**config.mk**
```make
export PLATFORM = sky130hd
export DESIGN_NAME = chacha20_keystream_xor_serializer
export DESIGN_NICKNAME = d
export VERILOG_FILES = /design/src/rtl/chacha20_pkg.sv /design/src/rtl/chacha20_state_feed_forward.sv /design/src/rtl/chacha20_keystream_xor_serializer.sv
export SDC_FILE = /design/constraint.sdc
export NUM_CORES = 2
export LEC_CHECK = 0
export ABC_AREA = 1
export ABC_CLOCK_PERIOD_IN_PS = 48400
export CORE_ASPECT_RATIO = 1.1
export CORE_MARGIN = 3
export CORE_UTILIZATION = 25
export DETAILED_ROUTE_END_ITERATION = 10
export PLACE_DENSITY = 0.41
export SYNTH_ARGS = -nofsm -noshare
export SYNTH_HDL_FRONTEND = slang
export SYNTH_SLANG_ARGS = --single-unit
```
**constraint.sdc**
```tcl
create_clock -name clock -period 48.4 [get_ports clock]
set_clock_uncertainty 0.05 [all_clocks]
set_input_delay 7.26 -clock clock [delete_from_list [all_inputs] [get_ports clock]]
set_output_delay 7.26 -clock clock [all_outputs]
set_load 0.03 [all_outputs]
```
**src/rtl/chacha20_pkg.sv**
```systemverilog
`default_nettype none
// ============================================================================
// Module      : chacha20_pkg
// Description : Shared ChaCha20 constants, state-word slicing helper, FSM enum
// Revision    : 1.0
// ============================================================================
package chacha20_pkg;

    localparam int STATE_WORDS = 16;
    localparam int WORD_BITS   = 32;
    localparam int STATE_BITS  = STATE_WORDS * WORD_BITS;

    // "expand 32-byte k" sigma words occupying state words 0..3
    localparam logic [WORD_BITS-1:0] CHACHA_CONST_0 = 32'h61707865;
    localparam logic [WORD_BITS-1:0] CHACHA_CONST_1 = 32'h3320646e;
    localparam logic [WORD_BITS-1:0] CHACHA_CONST_2 = 32'h79622d32;
    localparam logic [WORD_BITS-1:0] CHACHA_CONST_3 = 32'h6b206574;

    typedef enum logic [0:0] {
        IDLE   = 1'b0,
        STREAM = 1'b1
    } state_t;

    function automatic logic [WORD_BITS-1:0] state_word(
        input logic [STATE_BITS-1:0] state,
        input int unsigned           index
    );
        return state[index*WORD_BITS +: WORD_BITS];
    endfunction

endpackage
`default_nettype wire

```
**src/rtl/chacha20_state_feed_forward.sv**
```systemverilog
`default_nettype none
// ============================================================================
// Module      : chacha20_state_feed_forward
// Description : Wordwise mod-2^32 addition of initial and mixed ChaCha20 state
// Revision    : 1.0
// ============================================================================
module chacha20_state_feed_forward
    import chacha20_pkg::*;
(
    input  logic [STATE_BITS-1:0] initial_state,
    input  logic [STATE_BITS-1:0] mixed_state,
    output logic [STATE_BITS-1:0] sum_state
);

    // Separate 32-bit adders so no carry propagates into the neighbouring word
    for (genvar i = 0; i < STATE_WORDS; i++) begin : g_word
        assign sum_state[i*WORD_BITS +: WORD_BITS] =
            state_word(initial_state, i) + state_word(mixed_state, i);
    end

endmodule
`default_nettype wire

```
**src/rtl/chacha20_keystream_xor_serializer.sv**
```systemverilog
`default_nettype none
// ============================================================================
// Module      : chacha20_keystream_xor_serializer
// Description : Feed-forward keystream register and XOR word streamer
// Revision    : 1.0
// ============================================================================
module chacha20_keystream_xor_serializer
    import chacha20_pkg::*;
#(
    parameter int DATA_WIDTH      = 32,
    parameter int WORDS_PER_BLOCK = 16
) (
    input  logic                  clock,
    input  logic                  reset,
    input  logic                  block_in_valid,
    output logic                  block_in_ready,
    input  logic [STATE_BITS-1:0] initial_state,
    input  logic [STATE_BITS-1:0] mixed_state,
    input  logic                  data_in_valid,
    output logic                  data_in_ready,
    input  logic [DATA_WIDTH-1:0] data_in,
    input  logic                  data_in_last,
    output logic                  data_out_valid,
    input  logic                  data_out_ready,
    output logic [DATA_WIDTH-1:0] data_out,
    output logic                  data_out_last,
    output logic                  block_done
);

    localparam logic [3:0] LAST_INDEX = 4'(WORDS_PER_BLOCK - 1);

    state_t                r_state;
    logic [3:0]            r_word_index;
    logic [WORD_BITS-1:0]  r_keystream [STATE_WORDS];
    logic [STATE_BITS-1:0] w_block_sum;
    logic                  w_accept;
    logic                  w_block_end;

    chacha20_state_feed_forward u_feed_forward (
        .initial_state (initial_state),
        .mixed_state   (mixed_state),
        .sum_state     (w_block_sum)
    );

    assign block_in_ready = (r_state == IDLE);
    // One-entry output register: accept whenever it is empty or draining now
    assign data_in_ready  = (r_state == STREAM) && (!data_out_valid || data_out_ready);
    assign w_accept       = data_in_valid && data_in_ready;
    assign w_block_end    = w_accept && (data_in_last || (r_word_index == LAST_INDEX));

    always_ff @(posedge clock or posedge reset) begin
        if (reset) begin
            r_state        <= IDLE;
            r_word_index   <= '0;
            data_out_valid <= 1'b0;
            data_out       <= '0;
            data_out_last  <= 1'b0;
            block_done     <= 1'b0;
            for (int i = 0; i < STATE_WORDS; i++) begin
                r_keystream[i] <= '0;
            end
        end else begin
            block_done <= w_block_end;

            case (r_state)
                IDLE: begin
                    if (block_in_valid) begin
                        for (int i = 0; i < STATE_WORDS; i++) begin
                            r_keystream[i] <= state_word(w_block_sum, i);
                        end
                        r_word_index <= '0;
                        r_state      <= STREAM;
                    end
                end
                STREAM: begin
                    if (w_accept) begin
                        r_word_index <= r_word_index + 4'd1;
                        if (w_block_end) begin
                            r_state <= IDLE;
                        end
                    end
                end
                default: r_state <= IDLE;
            endcase

            // Output stage drains independently of the block state
            if (w_accept) begin
                data_out       <= data_in ^ r_keystream[r_word_index];
                data_out_last  <= data_in_last;
                data_out_valid <= 1'b1;
            end else if (data_out_ready) begin
                data_out_valid <= 1'b0;
            end
        end
    end

endmodule
`default_nettype wire

```
Word-level counts from Yosys, hierarchy flattened. Index checks and enable logic that the tools add are counted.

Bits in registers: 552. Latch bits: 0. RAM bits: 0. ROM bits: 0. Output and inout bits: 37. Memories kept: 0.

Add/sub/neg operators: 17. $mul: 0. Div/mod/pow operators: 0. Magnitude comparators: 1. Eq/ne operators: 3. Shift operators: 0. Mux-type cells: 12. Bitwise logic cells: 3. Reduce and logical (&&, ||, !) cells: 9.

Operators by type and width (number): 32-bit adder (16); 32-bit binary-select mux with 4-bit select (1); 32-bit two-way mux (2); 32-bit bitwise XOR (1); 4-bit two-way mux (2); 4-bit one-hot mux with 2 select lines (1); 5-bit greater-or-equal comparator (second input constant) (1); 1-bit two-way mux (5); 4-bit NOT with 5-bit output (1); 4-bit by 1-bit adder with 4-bit output (second input constant) (1); 4-bit equality test (second input constant) (1); 2-bit AND reduction (2); 1-bit logical AND (3); 1-bit logical OR (2); 2-bit by 1-bit inequality test with 1-bit output (second input constant) (1); 2-bit inequality test (second input constant) (1); 1-bit one-hot mux with 2 select lines (1); 2-bit nonzero test (1); 1-bit logical NOT (1); 1-bit NOT (1).

Longest topological paths before layout.
Depth in word-level cells: 8. Gate-level depth with buffers: 14. Gate-level depth less buffers: 14.

Modules after synthesis. Synthesis repeated with hierarchy kept, for this count alone.

Cell total of the unflattened synthesis: 11468. Area total of the unflattened synthesis: 63637.3 sq um.

By module, submodules not included: chacha20_state_feed_forward (times used 1, cells each 7865, area each 37218.2 sq um); chacha20_keystream_xor_serializer (times used 1, cells each 3603, area each 26419.1 sq um).

Least setup slack after synthesis. Ideal clock, no wire load.

Kind: input to output. Start: input port data_out_ready. End: output port data_in_ready. Arrival time: 7805 ps. Required time: 41090 ps. Setup slack: 33285 ps. Stages on the path: 2. Buffers on the path: 0. Cells stage by stage: inv_1 a21oi_1.

Longest elaborated chain between the ends: 2.

Ends and longest elaborated chain: start, declared (RTL line chacha20_keystream_xor_serializer.sv:24) `input logic data_out_ready,`; 1-bit logical OR (RTL line chacha20_keystream_xor_serializer.sv:47) `assign data_in_ready = (r_state == STREAM) && (!data_out_valid || data_out_ready);`; 1-bit logical AND (RTL line chacha20_keystream_xor_serializer.sv:47); end, declared (RTL line chacha20_keystream_xor_serializer.sv:20) `output logic data_in_ready,`.

No other way between the ends.

Final worst setup path. Same ends and word-level chain as after synthesis.

==> impl_metrics.py <==
metrics = {
    "outcome": {
        "status": "finished, final reports clean",
    },
    "setup_path": {
        "crit_path_end_kind": "primary output",
        "critPathLaunchType": "input port",
        "r2r_cells": 12,
        "critical_path_class": "in -> out",
        "r2r_slack_ns": 43.85,
        "crit_top_cell": "clkdlybuf4s50_1",
        "path_cells": "clkdlybuf4s50_1 > inv_1 > a21oi_1 > clkdlybuf4s50_1",
        "crit_fanout": 2,
        "path_depth": 4,
        "worst-path-buf-inv": 3,
        "worstPathArrival_ns": 8.69,
        "required_ns": 41.09,
        "critPathSlowestCell": "clkdlybuf4s50_1",
        "crit_family": "buffers and inverters",
        "cpPeakStageDelay_ns": 0.71,
    },
    "synthesis": {
        "synth_edf_count": 0,
        "ys.flop_type": "dfrtp_1",
        "seq_area_frac_synth_pct": 22.1,
        "syn_nets": 12800,
        "postSynthAreaPerCell_sq_um": 5.58,
        "synth-seq-cells": 552,
        "ys_warn_count": 0,
        "synth.distinct_cells": 37,
        "synth_cells": 11200,
        "ys_async_sr_fraction_pct": 100,
        "synthTopCellsByArea": "nand2_1 (29%), dfrtp_1 (22%), inv_1 (12%)",
        "yosysTopAreaCell": "nand2_1",
        "yosysTopAreaCellShare_pct": 29.2,
        "syn_area_sq_um": 62400,
    },
    "clock_network": {
        "cts-root-buf": "clkbuf_16",
        "cts_sinks": 552,
        "clkSlewWorstSetupHoldPaths_ns": 0.06,
        "htreeDepth": 3,
        "clkLatencyLatePin_ns": 0.69,
        "cts_buffers": 76,
        "cts_max_path_buffers": 3,
        "cts_resized": 0,
        "cts_tree": "done",
        "post_cts_buffers": 0,
        "postCtsHoldBufs": 0,
    },
    "detailed_routing": {
        "viasPerCell": 4.67,
        "routed_wl_mm": 346,
        "drc": 0,
        "wl_per_cell_um": 22.3,
        "ant_nets": 0,
        "firstDrtPassIters": 6,
        "drt_iter0_drc": 5389,
        "vias": 72500,
    },
    "finish": {
        "final_nets": 13700,
        "final_cell_mix": "nand2_1 (4852), inv_1 (1928), clkdlybuf4s50_1 (1098)",
        "fin_area_sq_um": 79400,
        "drive_gt1_share_pct": 1.41,
        "multi_input_area_sq_um": 40200,
        "area_delta_synth_final_pct": 27.3,
        "fillers": 28200,
        "final-seq-area_sq_um": 13800,
        "final_common_cell": "nand2_1",
    },
    "sta": {
        "holdWs_ns": 0.427,
        "maxSlewViolCount": 0,
        "tightest_slew_ns": 1.14,
        "fin_tns_setup_ns": 0,
        "hold_viol_final": 0,
        "post-route-period-util_pct": 33.1,
        "timing.final.ws_setup_ns": 32.40,
        "fin_crit_ns": 16.00,
        "max_clock_freq_mhz": 62.5,
        "slew_headroom_pct": 23.5,
        "rsz0062_at_grt": "false",
        "setup_violations": 0,
    },
    "floorplan": {
        "die_w_um": 482,
        "initial_utilization_pct": 25.2,
        "fp-row-count": 191,
        "core_sq_um": 247000,
        "dieArea_sq_um": 256000,
        "die_y_um": 530,
        "num_io_pins": 1099,
    },
    "placement": {
        "dp_hpwl_mm": 296,
        "place_congestion": 0.941,
        "dp_slack_ns": 32.41,
        "postPlaceCellArea_sq_um": 76700,
        "port-buffer-count": 1098,
    },
    "power_and_ir_drop": {
        "p_per_area_nw_per_um2": 38.9,
        "leakage_uw": 0.0449,
        "peakVddDrop_uv": 36.4,
        "finalPower_uw": 3090,
    },
    "run": {
        "drv_cap": 0,
    },
    "global_route": {
        "grt_max_degree": 169,
        "grt_pass1_wl_mm": 489,
        "antenna_found_initial": 63,
        "overflow": 0,
        "track_usage_pct": 26.1,
        "grt_pass1_vias": 69700,
    },
    "min_path": {
        "whs_path_depth": 1,
        "hp-class": "reg -> reg",
    },
}
[cell families (layout without fill, tap and decap cells)]
group	after synthesis	after routing	synth area share, %
buf+inv	2154	3205	13.4
other cells	0	28	0
xor+xnor	65	65	0.913
compound gates	1269	1269	10.9
fa+ha+maj	513	513	10.5
flops	552	552	22.1
simple gates	6624	6624	42.2
[sequential cells by signal, indices dropped and copies added (netlist names)]
register / count
block_done: 1
data_out: 32
data_out_last: 1
data_out_valid: 1
r_keystream: 512
r_state: 1
r_word_index: 4
[area by class of cell]
| class | count | area share [%] |
|---|---|---|
| Multi-Input combinational cell | 8471 | 50.7 |
| Sequential cell | 552 | 17.4 |
| Timing Repair Buffer | 1133 | 14.2 |
| Inverter | 1936 | 9.17 |
| Tap cell | 3281 | 5.17 |
| Clock buffer | 107 | 2.79 |
| Clock inverter | 29 | 0.514 |
| Antenna cell | 28 | 0.0882 |
[Yosys cell counts, types with 10 or more instances]
| cell type | n |
|---|---|
| o21ai_1 | 56 |
| a21o_1 | 65 |
| nor3_1 | 53 |
| xor2_1 | 31 |
| o21bai_1 | 63 |
| buf_2 | 100 |
| nor2_1 | 799 |
| a21oi_1 | 578 |
| clkbuf_1 | 86 |
| o22ai_1 | 10 |
| ha_1 | 497 |
| dfrtp_1 | 552 |
| o21ai_0 | 457 |
| o211ai_1 | 31 |
| nand3b_1 | 63 |
| buf_6 | 14 |
| fa_1 | 16 |
| inv_1 | 1929 |
| nand2_1 | 4853 |
| nand3_1 | 800 |
| xnor2_1 | 34 |
| nand4_1 | 48 |
[per-layer routing]
metal | vias up | track usage (%) | part of all wire [%]
met5 | - | 0 | 0.017
met4 | 10 | 9.03 | 3.5
met3 | 340 | 3.01 | 5.1
met2 | 1937 | 43.6 | 47
met1 | 33700 | 34.6 | 45
li1 | 36500 | - | -
[stage by stage]
step / cells / util (%)
final: 15500 / 32.1
after floorplan: 11200 / -
after global placement: 15400 / 31.1
after CTS: 15500 / 32.1
after global routing: 15500 / 32.1
after detailed placement: 15400 / 31.1
[power by group]
group	internal [uW]	leakage (uW)	switching [uW]
Sequential	686	0.00677	227
Clock	362	0.00128	247
Combinational	482	0.0368	1090
Total	1530	0.0449	1560
[final timing paths]
kind                                                   start                            to
worst max-delay path                          data_out_ready                 data_in_ready
worst min-delay path            r_keystream[420]$_DFFE_PP0P_  r_keystream[420]$_DFFE_PP0P_
worst max register to register   r_word_index[0]$_DFFE_PP0P_      data_out[28]$_DFFE_PP0P_
worst min register to register  r_keystream[420]$_DFFE_PP0P_  r_keystream[420]$_DFFE_PP0P_
max in group asynchronous                              reset   r_word_index[1]$_DFFE_PP0P_
min in group asynchronous                              reset  r_keystream[286]$_DFFE_PP0P_
[worst reg2reg max path, delay by kind of cell (launching register included)]
family	cells	cell delay (ns)
buffers and inverters	3	1.73
AO/OA/AOI/OAI	1	0.81
AND/OR/NAND/NOR	8	1.11
flip-flops	1	0.73
Note: power is estimated with default switching activity, not from simulation.
